## config.mk

```make
export PLATFORM = sky130hd
export DESIGN_NAME = led_bank_arbiter_flat
export DESIGN_NICKNAME = d
export VERILOG_FILES = /design/src/rtl/led_bank_arbiter_if.sv /design/src/rtl/led_bank_arbiter.sv /design/src/flat_wrapper.sv
export SDC_FILE = /design/constraint.sdc
export NUM_CORES = 1
export LEC_CHECK = 0
export BUFFER_PORTS_ARGS = -buffer_cell sky130_fd_sc_hd__buf_2
export CAP_MARGIN = 20
export CORE_MARGIN = 5
export CORE_UTILIZATION = 61
export CTS_CLUSTER_DIAMETER = 200
export DETAILED_ROUTE_END_ITERATION = 16
export PLACE_DENSITY = 0.78
export REMOVE_ABC_BUFFERS = 1
export SETUP_SLACK_MARGIN = 0.05
export SLEW_MARGIN = 20
export SYNTH_ARGS = -nofsm -noshare
export SYNTH_HDL_FRONTEND = slang
export SYNTH_SLANG_ARGS = --single-unit
export TNS_END_PERCENT = 5
```

## constraint.sdc

```tcl
create_clock -name clk -period 3.2 [get_ports clk]
set_clock_uncertainty 0.15 [all_clocks]
set_input_delay 0.16 -clock clk [delete_from_list [all_inputs] [get_ports clk]]
set_output_delay 0.16 -clock clk [all_outputs]
set_load 0.02 [all_outputs]
```

## src/rtl/led_bank_arbiter_if.sv

```systemverilog
// Bus between the LED pattern sources and the LED bank arbiter.
// The master side drives the enable, requests and patterns; the slave side
// (the arbiter) returns the grant, the pin pattern, the tristate enable and busy.
interface led_bank_arbiter_if;
   logic       en;
   logic [2:0] req;
   logic [3:0] pat0;
   logic [3:0] pat1;
   logic [3:0] pat2;
   logic [2:0] gnt;
   logic [3:0] led_o;
   logic       led_oe;
   logic       busy;

   modport master (
      output en, req, pat0, pat1, pat2,
      input  gnt, led_o, led_oe, busy
   );

   modport slave (
      input  en, req, pat0, pat1, pat2,
      output gnt, led_o, led_oe, busy
   );
endinterface

```

## src/rtl/led_bank_arbiter.sv

```systemverilog
// Shares the 4-pin dual-purpose LED bank between three pattern sources.
// The bank is released for a turnaround gap before it is driven from a
// released state; a grant lasts at least MIN_HOLD cycles and, when another
// source is waiting, at most MAX_HOLD cycles. Arbitration is round-robin.
// Handovers between sources happen without a gap because the pins are
// already being driven by this block.
module led_bank_arbiter #(
   parameter logic [31:0] MIN_HOLD   = 32'd48_000,
   parameter logic [31:0] MAX_HOLD   = 32'd48_000_000,
   parameter logic [7:0]  GAP_CYCLES = 8'd4
) (
   input logic               clk,
   input logic               rst_n,
   led_bank_arbiter_if.slave bus
);

   typedef enum logic [1:0] {
      IDLE  = 2'd0,
      GAP   = 2'd1,
      GRANT = 2'd2
   } state_t;

   state_t      state_q, state_d;
   logic [2:0]  gnt_q,   gnt_d;
   logic [3:0]  led_q,   led_d;
   logic        oe_q,    oe_d;
   logic [31:0] hold_q,  hold_d;
   logic [7:0]  gap_q,   gap_d;
   logic [1:0]  last_q,  last_d;
   logic [1:0]  win_q,   win_d;

   logic        ownerReq;
   logic [2:0]  otherReq;
   logic [1:0]  gapWin;
   logic [1:0]  handWin;

   // Round-robin search starting just after the last granted source.
   function automatic logic [1:0] rrPick(input logic [2:0] r, input logic [1:0] last);
      logic [1:0] pick;
      pick = last;
      case (last)
         2'd0: begin
            if (r[1])      pick = 2'd1;
            else if (r[2]) pick = 2'd2;
            else if (r[0]) pick = 2'd0;
         end
         2'd1: begin
            if (r[2])      pick = 2'd2;
            else if (r[0]) pick = 2'd0;
            else if (r[1]) pick = 2'd1;
         end
         default: begin
            if (r[0])      pick = 2'd0;
            else if (r[1]) pick = 2'd1;
            else if (r[2]) pick = 2'd2;
         end
      endcase
      return pick;
   endfunction

   function automatic logic [2:0] oneHot(input logic [1:0] idx);
      case (idx)
         2'd0:    return 3'b001;
         2'd1:    return 3'b010;
         default: return 3'b100;
      endcase
   endfunction

   function automatic logic reqBit(input logic [2:0] r, input logic [1:0] idx);
      case (idx)
         2'd0:    return r[0];
         2'd1:    return r[1];
         default: return r[2];
      endcase
   endfunction

   function automatic logic [3:0] patSel(input logic [1:0] idx, input logic [3:0] p0,
                                         input logic [3:0] p1, input logic [3:0] p2);
      case (idx)
         2'd0:    return p0;
         2'd1:    return p1;
         default: return p2;
      endcase
   endfunction

   // Winner candidates: the current owner's request, the others still waiting,
   // a re-pick when the chosen source gives up during the gap, and the next
   // owner on a handover (the current owner is masked out).
   assign ownerReq = reqBit(bus.req, win_q);
   assign otherReq = bus.req & ~oneHot(win_q);
   assign gapWin   = ownerReq ? win_q : rrPick(bus.req, last_q);
   assign handWin  = rrPick(otherReq, last_q);

   // Next-state and registered-output logic for the IDLE/GAP/GRANT controller.
   always_comb begin
      state_d = state_q;
      gnt_d   = gnt_q;
      led_d   = led_q;
      oe_d    = oe_q;
      hold_d  = hold_q;
      gap_d   = gap_q;
      last_d  = last_q;
      win_d   = win_q;

      if (!bus.en) begin
         state_d = IDLE;
         gnt_d   = 3'b000;
         led_d   = 4'b0000;
         oe_d    = 1'b0;
         hold_d  = 32'd0;
         gap_d   = 8'd0;
      end else begin
         case (state_q)
            IDLE: begin
               gnt_d  = 3'b000;
               oe_d   = 1'b0;
               hold_d = 32'd0;
               gap_d  = 8'd0;
               if (|bus.req) begin
                  win_d   = rrPick(bus.req, last_q);
                  state_d = GAP;
               end
            end

            GAP: begin
               gnt_d = 3'b000;
               oe_d  = 1'b0;
               if (bus.req == 3'b000) begin
                  state_d = IDLE;
                  gap_d   = 8'd0;
               end else begin
                  win_d = gapWin;
                  if (gap_q >= GAP_CYCLES) begin
                     state_d = GRANT;
                     gnt_d   = oneHot(gapWin);
                     oe_d    = 1'b1;
                     led_d   = patSel(gapWin, bus.pat0, bus.pat1, bus.pat2);
                     hold_d  = 32'd0;
                     gap_d   = 8'd0;
                     last_d  = gapWin;
                  end else begin
                     gap_d = gap_q + 8'd1;
                  end
               end
            end

            GRANT: begin
               if (hold_q < MAX_HOLD) begin
                  hold_d = hold_q + 32'd1;
               end
               if (ownerReq) begin
                  led_d = patSel(win_q, bus.pat0, bus.pat1, bus.pat2);
               end
               if (hold_q >= MIN_HOLD - 32'd1) begin
                  if (!ownerReq && (otherReq != 3'b000)) begin
                     win_d  = handWin;
                     last_d = handWin;
                     gnt_d  = oneHot(handWin);
                     led_d  = patSel(handWin, bus.pat0, bus.pat1, bus.pat2);
                     oe_d   = 1'b1;
                     hold_d = 32'd0;
                  end else if (!ownerReq) begin
                     state_d = IDLE;
                     gnt_d   = 3'b000;
                     oe_d    = 1'b0;
                     led_d   = 4'b0000;
                     hold_d  = 32'd0;
                  end else if ((hold_q >= MAX_HOLD - 32'd1) && (otherReq != 3'b000)) begin
                     win_d  = handWin;
                     last_d = handWin;
                     gnt_d  = oneHot(handWin);
                     led_d  = patSel(handWin, bus.pat0, bus.pat1, bus.pat2);
                     oe_d   = 1'b1;
                     hold_d = 32'd0;
                  end
               end
            end

            default: begin
               state_d = IDLE;
               gnt_d   = 3'b000;
               led_d   = 4'b0000;
               oe_d    = 1'b0;
               hold_d  = 32'd0;
               gap_d   = 8'd0;
            end
         endcase
      end
   end

   // State and output registers; reset puts the pointer on source 2 so source 0 wins first.
   always_ff @(posedge clk or negedge rst_n) begin
      if (!rst_n) begin
         state_q <= IDLE;
         gnt_q   <= 3'b000;
         led_q   <= 4'b0000;
         oe_q    <= 1'b0;
         hold_q  <= 32'd0;
         gap_q   <= 8'd0;
         last_q  <= 2'd2;
         win_q   <= 2'd0;
      end else begin
         state_q <= state_d;
         gnt_q   <= gnt_d;
         led_q   <= led_d;
         oe_q    <= oe_d;
         hold_q  <= hold_d;
         gap_q   <= gap_d;
         last_q  <= last_d;
         win_q   <= win_d;
      end
   end

   assign bus.gnt    = gnt_q;
   assign bus.led_o  = led_q;
   assign bus.led_oe = oe_q;
   assign bus.busy   = (state_q != IDLE);

endmodule

```

## src/flat_wrapper.sv

```systemverilog
// flat-port wrapper written by rule: the top's interface ports become plain ports
module led_bank_arbiter_flat 
#(
   parameter logic [31:0] MIN_HOLD   = 32'd48_000,
   parameter logic [31:0] MAX_HOLD   = 32'd48_000_000,
   parameter logic [7:0]  GAP_CYCLES = 8'd4
)
  (clk, rst_n, bus_en, bus_req, bus_pat0, bus_pat1, bus_pat2, bus_gnt, bus_led_o, bus_led_oe, bus_busy);
  led_bank_arbiter_if bus_i ();
  input logic clk;
  input logic rst_n;
  input wire logic [$bits(bus_i.en)-1:0] bus_en;
  input wire logic [$bits(bus_i.req)-1:0] bus_req;
  input wire logic [$bits(bus_i.pat0)-1:0] bus_pat0;
  input wire logic [$bits(bus_i.pat1)-1:0] bus_pat1;
  input wire logic [$bits(bus_i.pat2)-1:0] bus_pat2;
  output wire logic [$bits(bus_i.gnt)-1:0] bus_gnt;
  output wire logic [$bits(bus_i.led_o)-1:0] bus_led_o;
  output wire logic [$bits(bus_i.led_oe)-1:0] bus_led_oe;
  output wire logic [$bits(bus_i.busy)-1:0] bus_busy;
  assign bus_i.en = bus_en;
  assign bus_i.req = bus_req;
  assign bus_i.pat0 = bus_pat0;
  assign bus_i.pat1 = bus_pat1;
  assign bus_i.pat2 = bus_pat2;
  assign bus_gnt = bus_i.gnt;
  assign bus_led_o = bus_i.led_o;
  assign bus_led_oe = bus_i.led_oe;
  assign bus_busy = bus_i.busy;
  led_bank_arbiter #(.MIN_HOLD(MIN_HOLD), .MAX_HOLD(MAX_HOLD), .GAP_CYCLES(GAP_CYCLES)) u_core (.clk(clk), .rst_n(rst_n), .bus(bus_i));
endmodule
```

== Word-level counts from Yosys, hierarchy flattened ==
Cells that the tools add are included.

* Logic and storage cells: 142
* Input port bits: 18
* Output and inout port bits: 9
* Register bits: 54

* $add $sub $neg: 2
* Mux-type cells: 84
* Reduce and logical (&&, ||, !) cells: 20
* Eq/ne operators: 22
* Magnitude comparators: 4
* Bitwise logic cells: 2

{| class="wikitable"
|+ Operators by type and width
! cell !! count
|-
| 32-bit 2-to-1 mux || 8
|-
| 2-bit 2-to-1 mux || 34
|-
| 32-bit case mux with 2 select lines || 1
|-
| 32-bit by 1-bit adder with 32-bit output (second input constant) || 1
|-
| 32-bit by 16-bit greater-or-equal comparator with 1-bit output (second input constant) || 1
|-
| 32-bit by 26-bit greater-or-equal comparator with 1-bit output (second input constant) || 1
|-
| 32-bit by 26-bit less-than comparator with 1-bit output (second input constant) || 1
|-
| 4-bit 2-to-1 mux || 8
|-
| 8-bit 2-to-1 mux || 3
|-
| 3-bit case mux with 2 select lines || 4
|-
| 4-bit case mux with 2 select lines || 3
|-
| 3-bit 2-to-1 mux || 7
|-
| 8-bit case mux with 2 select lines || 1
|-
| 7-bit AND reduction || 2
|-
| 2-bit case mux with 2 select lines || 3
|-
| 2-bit case mux with 3 select lines || 2
|-
| 4-bit case mux with 3 select lines || 1
|-
| 2-bit by 1-bit equality test with 1-bit output (second input constant) || 5
|-
| 2-bit logical NOT || 5
|-
| 3-bit by 2-bit != test with 1-bit output (second input constant) || 3
|-
| 3-bit != test (second input constant) || 3
|-
| 8-bit by 1-bit adder with 8-bit output (second input constant) || 1
|-
| 8-bit by 3-bit greater-or-equal comparator with 1-bit output (second input constant) || 1
|-
| 1-bit 2-to-1 mux || 7
|-
| other kinds (18) || 28
|}

== Depth between registers and ports, before layout ==
* Depth after elaboration: 16
* Gate-level depth with buffers: 9
* Gate-level depth less buffers: 8

== Least setup slack after synthesis ==
No wires, ideal clock.

* Path kind: register to register
* Start point: register u_core.hold_q[15]
* End point: register u_core.gnt_q[0] (netlist: u_core.bus.gnt[0])
* Period minus slack after synthesis: 2.560 ns
* Setup time: 0.125 ns
* Path buffers: 0
* Path slack: 0.640 ns
* Cell stages (with the launch flop): 7
* Data arrival time: 2.285 ns
* Data required time: 2.925 ns
* Cells stage by stage: dfrtp_1 -> or4b_1 -> nor3_2 -> nand4b_1 -> a311oi_2 -> nand2b_1 -> mux2_2

* Word-level cells in the longest chain between the ends: 4
* Elaborated cells between the ends (all ways): 6
* Classes of those cells: order compare: 2; eq/ne: 2; reduce/logical: 2

{| class="wikitable"
|+ RTL lines
! element !! line !! text
|-
| start, declared || led_bank_arbiter.sv:27 || <nowiki>logic [31:0] hold_q, hold_d;</nowiki>
|-
| start signal, assigned || led_bank_arbiter.sv:207 || <nowiki>hold_q <= hold_d;</nowiki>
|-
| 32-bit by 26-bit greater-or-equal comparator with 1-bit output || led_bank_arbiter.sv:168 || <nowiki>end else if ((hold_q >= MAX_HOLD - 32'd1) && (otherReq != 3'b000)) begin</nowiki>
|-
| 1-bit logical AND || led_bank_arbiter.sv:168 ||
|-
| 5-bit != test (no line) || n/a ||
|-
| 2-bit AND reduction (no line) * || n/a ||
|-
| end signal, assigned || led_bank_arbiter.sv:204 || <nowiki>gnt_q <= gnt_d;</nowiki>
|-
| end, declared || led_bank_arbiter.sv:24 || <nowiki>logic [2:0] gnt_q, gnt_d;</nowiki>
|}

Mark *: on every way between the ends. The rest lies on a longest branch, timed or not.
A chain may end at the register's enable or synchronous reset.

== Final worst setup path ==
* Start point: register u_core.gap_q[5]
* End point: register u_core.hold_q[19]

* Word-level cells in the longest chain between the ends: 3

{| class="wikitable"
|+ RTL lines
! element !! line !! text
|-
| start, declared || led_bank_arbiter.sv:28 || <nowiki>logic [7:0] gap_q, gap_d;</nowiki>
|-
| start signal, assigned || led_bank_arbiter.sv:208 || <nowiki>gap_q <= gap_d;</nowiki>
|-
| 8-bit by 3-bit greater-or-equal comparator with 1-bit output || led_bank_arbiter.sv:133 || <nowiki>if (gap_q >= GAP_CYCLES) begin</nowiki>
|-
| 3-bit by 2-bit != test with 1-bit output (no line) || n/a ||
|-
| 2-bit AND reduction (no line) || n/a ||
|}

Every way passes these cells.

==> impl_metrics.yaml <==
routing:
  drt_iter0_markers: 168
  wl_per_cell_um: 17.17
  first_pass_iters: 5
  post_drt_via_cell_ratio: 6.417
  wirelength_um: 8981
  vias: 3356
  drc: 0
  detail-route-antenna-nets: 0
placement:
  gp_congestion: 0.9129
  placed_area_mm2: 0.003920
  dpl.hpwl_um: 6414
  io_buffers: 26
min_path:
  min_path_type: "in -> reg"
  hold_end: "u_core.state_q[0]$_DFFE_PN0P_"
  hold_depth: 3
  worstHoldStart: "bus_en"
cts:
  path_clk_slew_ns: 0.11
  htreeDepth: 2
  tritoncts: "done"
  clockBufferDepth: 2
  cts_root_buffer: "clkbuf_8"
  cts_resized: 0
  cts_made_buffers: 5
  clk_latency_ns: 0.31
  clock_sinks: 54
die:
  dieHeight_um: 88.77
  fp.coreArea_mm2: 0.005991
  rows: 28
  start_util_pct: 63.18
  die-area_mm2: 0.007880
  dieWidth_um: 88.77
  ios: 27
status:
  status: "finished clean"
finish:
  drive_above_1_share_pct: 15.85
  fin_nets: 473
  fill_cells: 497
  layout_commonest_cell: "dfrtp_1"
  final_area_mm2: 0.004030
  register_area_mm2: 0.001353
  antennaDiodeCount: 0
  area_delta_synth_final_pct: 6.479
  multi_input_area_mm2: 0.002197
  layout_common_cells: "53 x dfrtp_1, 38 x nor2_1, 30 x nand2_1"
synth:
  synthAdderAreaFrac_pct: 2.645
  yosysWarningCount: 0
  syn_area_mm2: 0.003785
  synth_compound_area_share_pct: 18.94
  syn_area_per_cell_um2: 8.823
  synthXorXnorAreaFrac_pct: 4.397
  synth.area.mux_share_pct: 6.942
  synth-main-ff-cell: "dfrtp_1"
  synth_area_leader_cell: "dfrtp_1"
  yosysSeqAreaShare_pct: 35.74
  netlist_top_cells_area: "dfrtp_1 35%, mux2i_1 4.0%, nor2_1 3.8%"
  synthCells: 429
  yosys.area_share.simple_pct: 25.12
  ys_seq_elements: 54
  synth_top_family_by_area: "simple AND/OR/NAND/NOR gates"
  synth_top_cell_area_share_pct: 35.04
  ys_async_sr_fraction_pct: 100.0
  synth_cell_types: 66
  synth_edf_count: 0
timing:
  finalMaxSlewViolations: 0
  tns_ns: 0
  hold_violations: 0
  tightest_slew_ns: 0.8831
  rsz0062_at_grt: "no"
  fmax_mhz: 351.3
  fin_crit_ns: 2.846
  period_share_pct: 88.95
  setup_violations: 0
  relSlewSlack_pct: 40.87
setup_path:
  r2r_end: "u_core.hold_q[19]$_DFFE_PN0P_"
  r2r_start: "u_core.gap_q[5]$_DFFE_PN0P_"
  cp_max_fo: 11
  cp.depth: 6
  path_buf_inv: 0
  cp-start-kind: "register"
  crit_required_ns: 3.29
  worstPathCellList: "nor4_1 > and2_1 > o211ai_1 > nand4_1 > or4_1 > a21oi_1"
  cpMaxStageDelayCell: "o211ai_1"
  cp-end-kind: "register"
  crit_arrival_ns: 2.94
  crit_family: "simple AND/OR/NAND/NOR gates"
  rrSetupSlack_ns: 0.35
  slowest_delay_ns: 0.72
  rr_worst_depth: 6
  critical_path_class: "reg -> reg"
  setup.worst_path.start: "u_core.gap_q[5]$_DFFE_PN0P_"
grt:
  grt_overflow: 0
  grt_max_degree: 35
  track_usage_pct: 24.11
  grt_pass1_wl_um: 15210
  antenna_found_initial: 0
  grt_pass1_vias: 3273
pwr:
  p_leak_nw: 1.692
  p_switching_mw: 0.9032
  powerDensity_mw_per_mm2: 536.6
  p_int_mw: 1.260
  sequentialPowerShare_pct: 39.1
  ir_drop_v: 0.0005423
  p_comb_share_pct: 41.7
  switching_share_pct: 41.76
  clockPowerShare_pct: 19.2
  power_mw: 2.163
flow_run:
  cap_violations: 0
[layer usage]
metal	track usage (%)	vias up	share of wire [%]
li1	-	1623	-
met1	32.37	1595	44
met2	40.82	117	48
met3	2.607	21	5.7
met4	7.555	0	2.3
met5	0	-	0
[through the flow]
step | cells | hold slack, ns | utilization, % | setup WS [ns]
global route | 523 | 0.07263 | 67.27 | 0.1370
global placement | 514 | 0.1394 | 65.43 | 0.5076
floorplan | 402 | -0.2856 | - | 0.3706
finish | 523 | 0.04286 | 67.27 | 0.3535
CTS | 523 | 0.03297 | 67.27 | 0.3652
detailed placement | 514 | 0.1439 | 65.43 | 0.3947
[cells by family (layout without fill, tap and decap cells)]
logic type,Yosys count,count (layout)
compound gates,101,101
buf+inv,44,63
xor+xnor,19,19
mux,25,25
fa+ha+maj,8,8
flops,54,54
simple gates,178,178
[worst max-delay path by stage]
| stage | slack (ns) | to |
|---|---|---|
| global placement | 0.51 | u_core.win_q[0]$_DFFE_PN0P_ |
| floorplan | 0.37 | u_core.hold_q[19]$_DFFE_PN0P_ |
| global route | 0.14 | u_core.hold_q[19]$_DFFE_PN0P_ |
| detailed placement | 0.39 | u_core.hold_q[19]$_DFFE_PN0P_ |
| CTS | 0.37 | u_core.hold_q[19]$_DFFE_PN0P_ |
| finish | 0.35 | u_core.hold_q[19]$_DFFE_PN0P_ |
[power by group through the flow]
stage,clock [mW],sequential [mW],combinational [mW]
floorplan,0,0.828,0.642
global placement,0,0.851,0.871
detailed placement,0,0.855,0.885
CTS,0.427,0.841,0.891
global route,0.450,0.858,0.993
finish,0.416,0.845,0.902
[final cells by class]
| cell class | count | share of cell area, % |
|---|---|---|
| Sequential cell | 54 | 33.56 |
| Tap cell | 75 | 2.328 |
| Timing Repair Buffer | 38 | 5.526 |
| Clock buffer | 6 | 2.049 |
| Inverter | 17 | 1.583 |
| Multi-Input combinational cell | 331 | 54.52 |
| Clock inverter | 2 | 0.4346 |
[sequential cells by signal, indices dropped and copies added, names as in the netlist]
register and cells:
u_core.bus.gnt 3, u_core.bus.led_o 4, u_core.bus.led_oe 1, u_core.gap_q 8, u_core.hold_q 32, u_core.last_q 2
u_core.state_q 2, u_core.win_q 2
[worst register-to-register path: cells and delay by family (launching register included)]
kind,cells,cell delay [ns]
and+or+nand+nor,4,1.35
AOI/OAI and AO/OA,2,0.88
DFF,1,0.40
[synthesized netlist by cell type, types with 9 or more instances]
master	count
dfrtp_1	53
nor3_1	13
a21oi_1	27
clkbuf_1	12
and3_1	9
nand2_1	30
o21ai_0	9
inv_1	17
nor2b_1	12
xor2_1	15
mux2i_1	15
nand3_1	19
nor2_1	38
nand4_1	14
[what timing repair did]
item / in CTS / in global routing
endpoints found under the hold margin: 32 / 0
buffers inserted: 0 / 0
hold buffers: 1 / 0
Note: power is estimated with default switching activity, not from simulation.
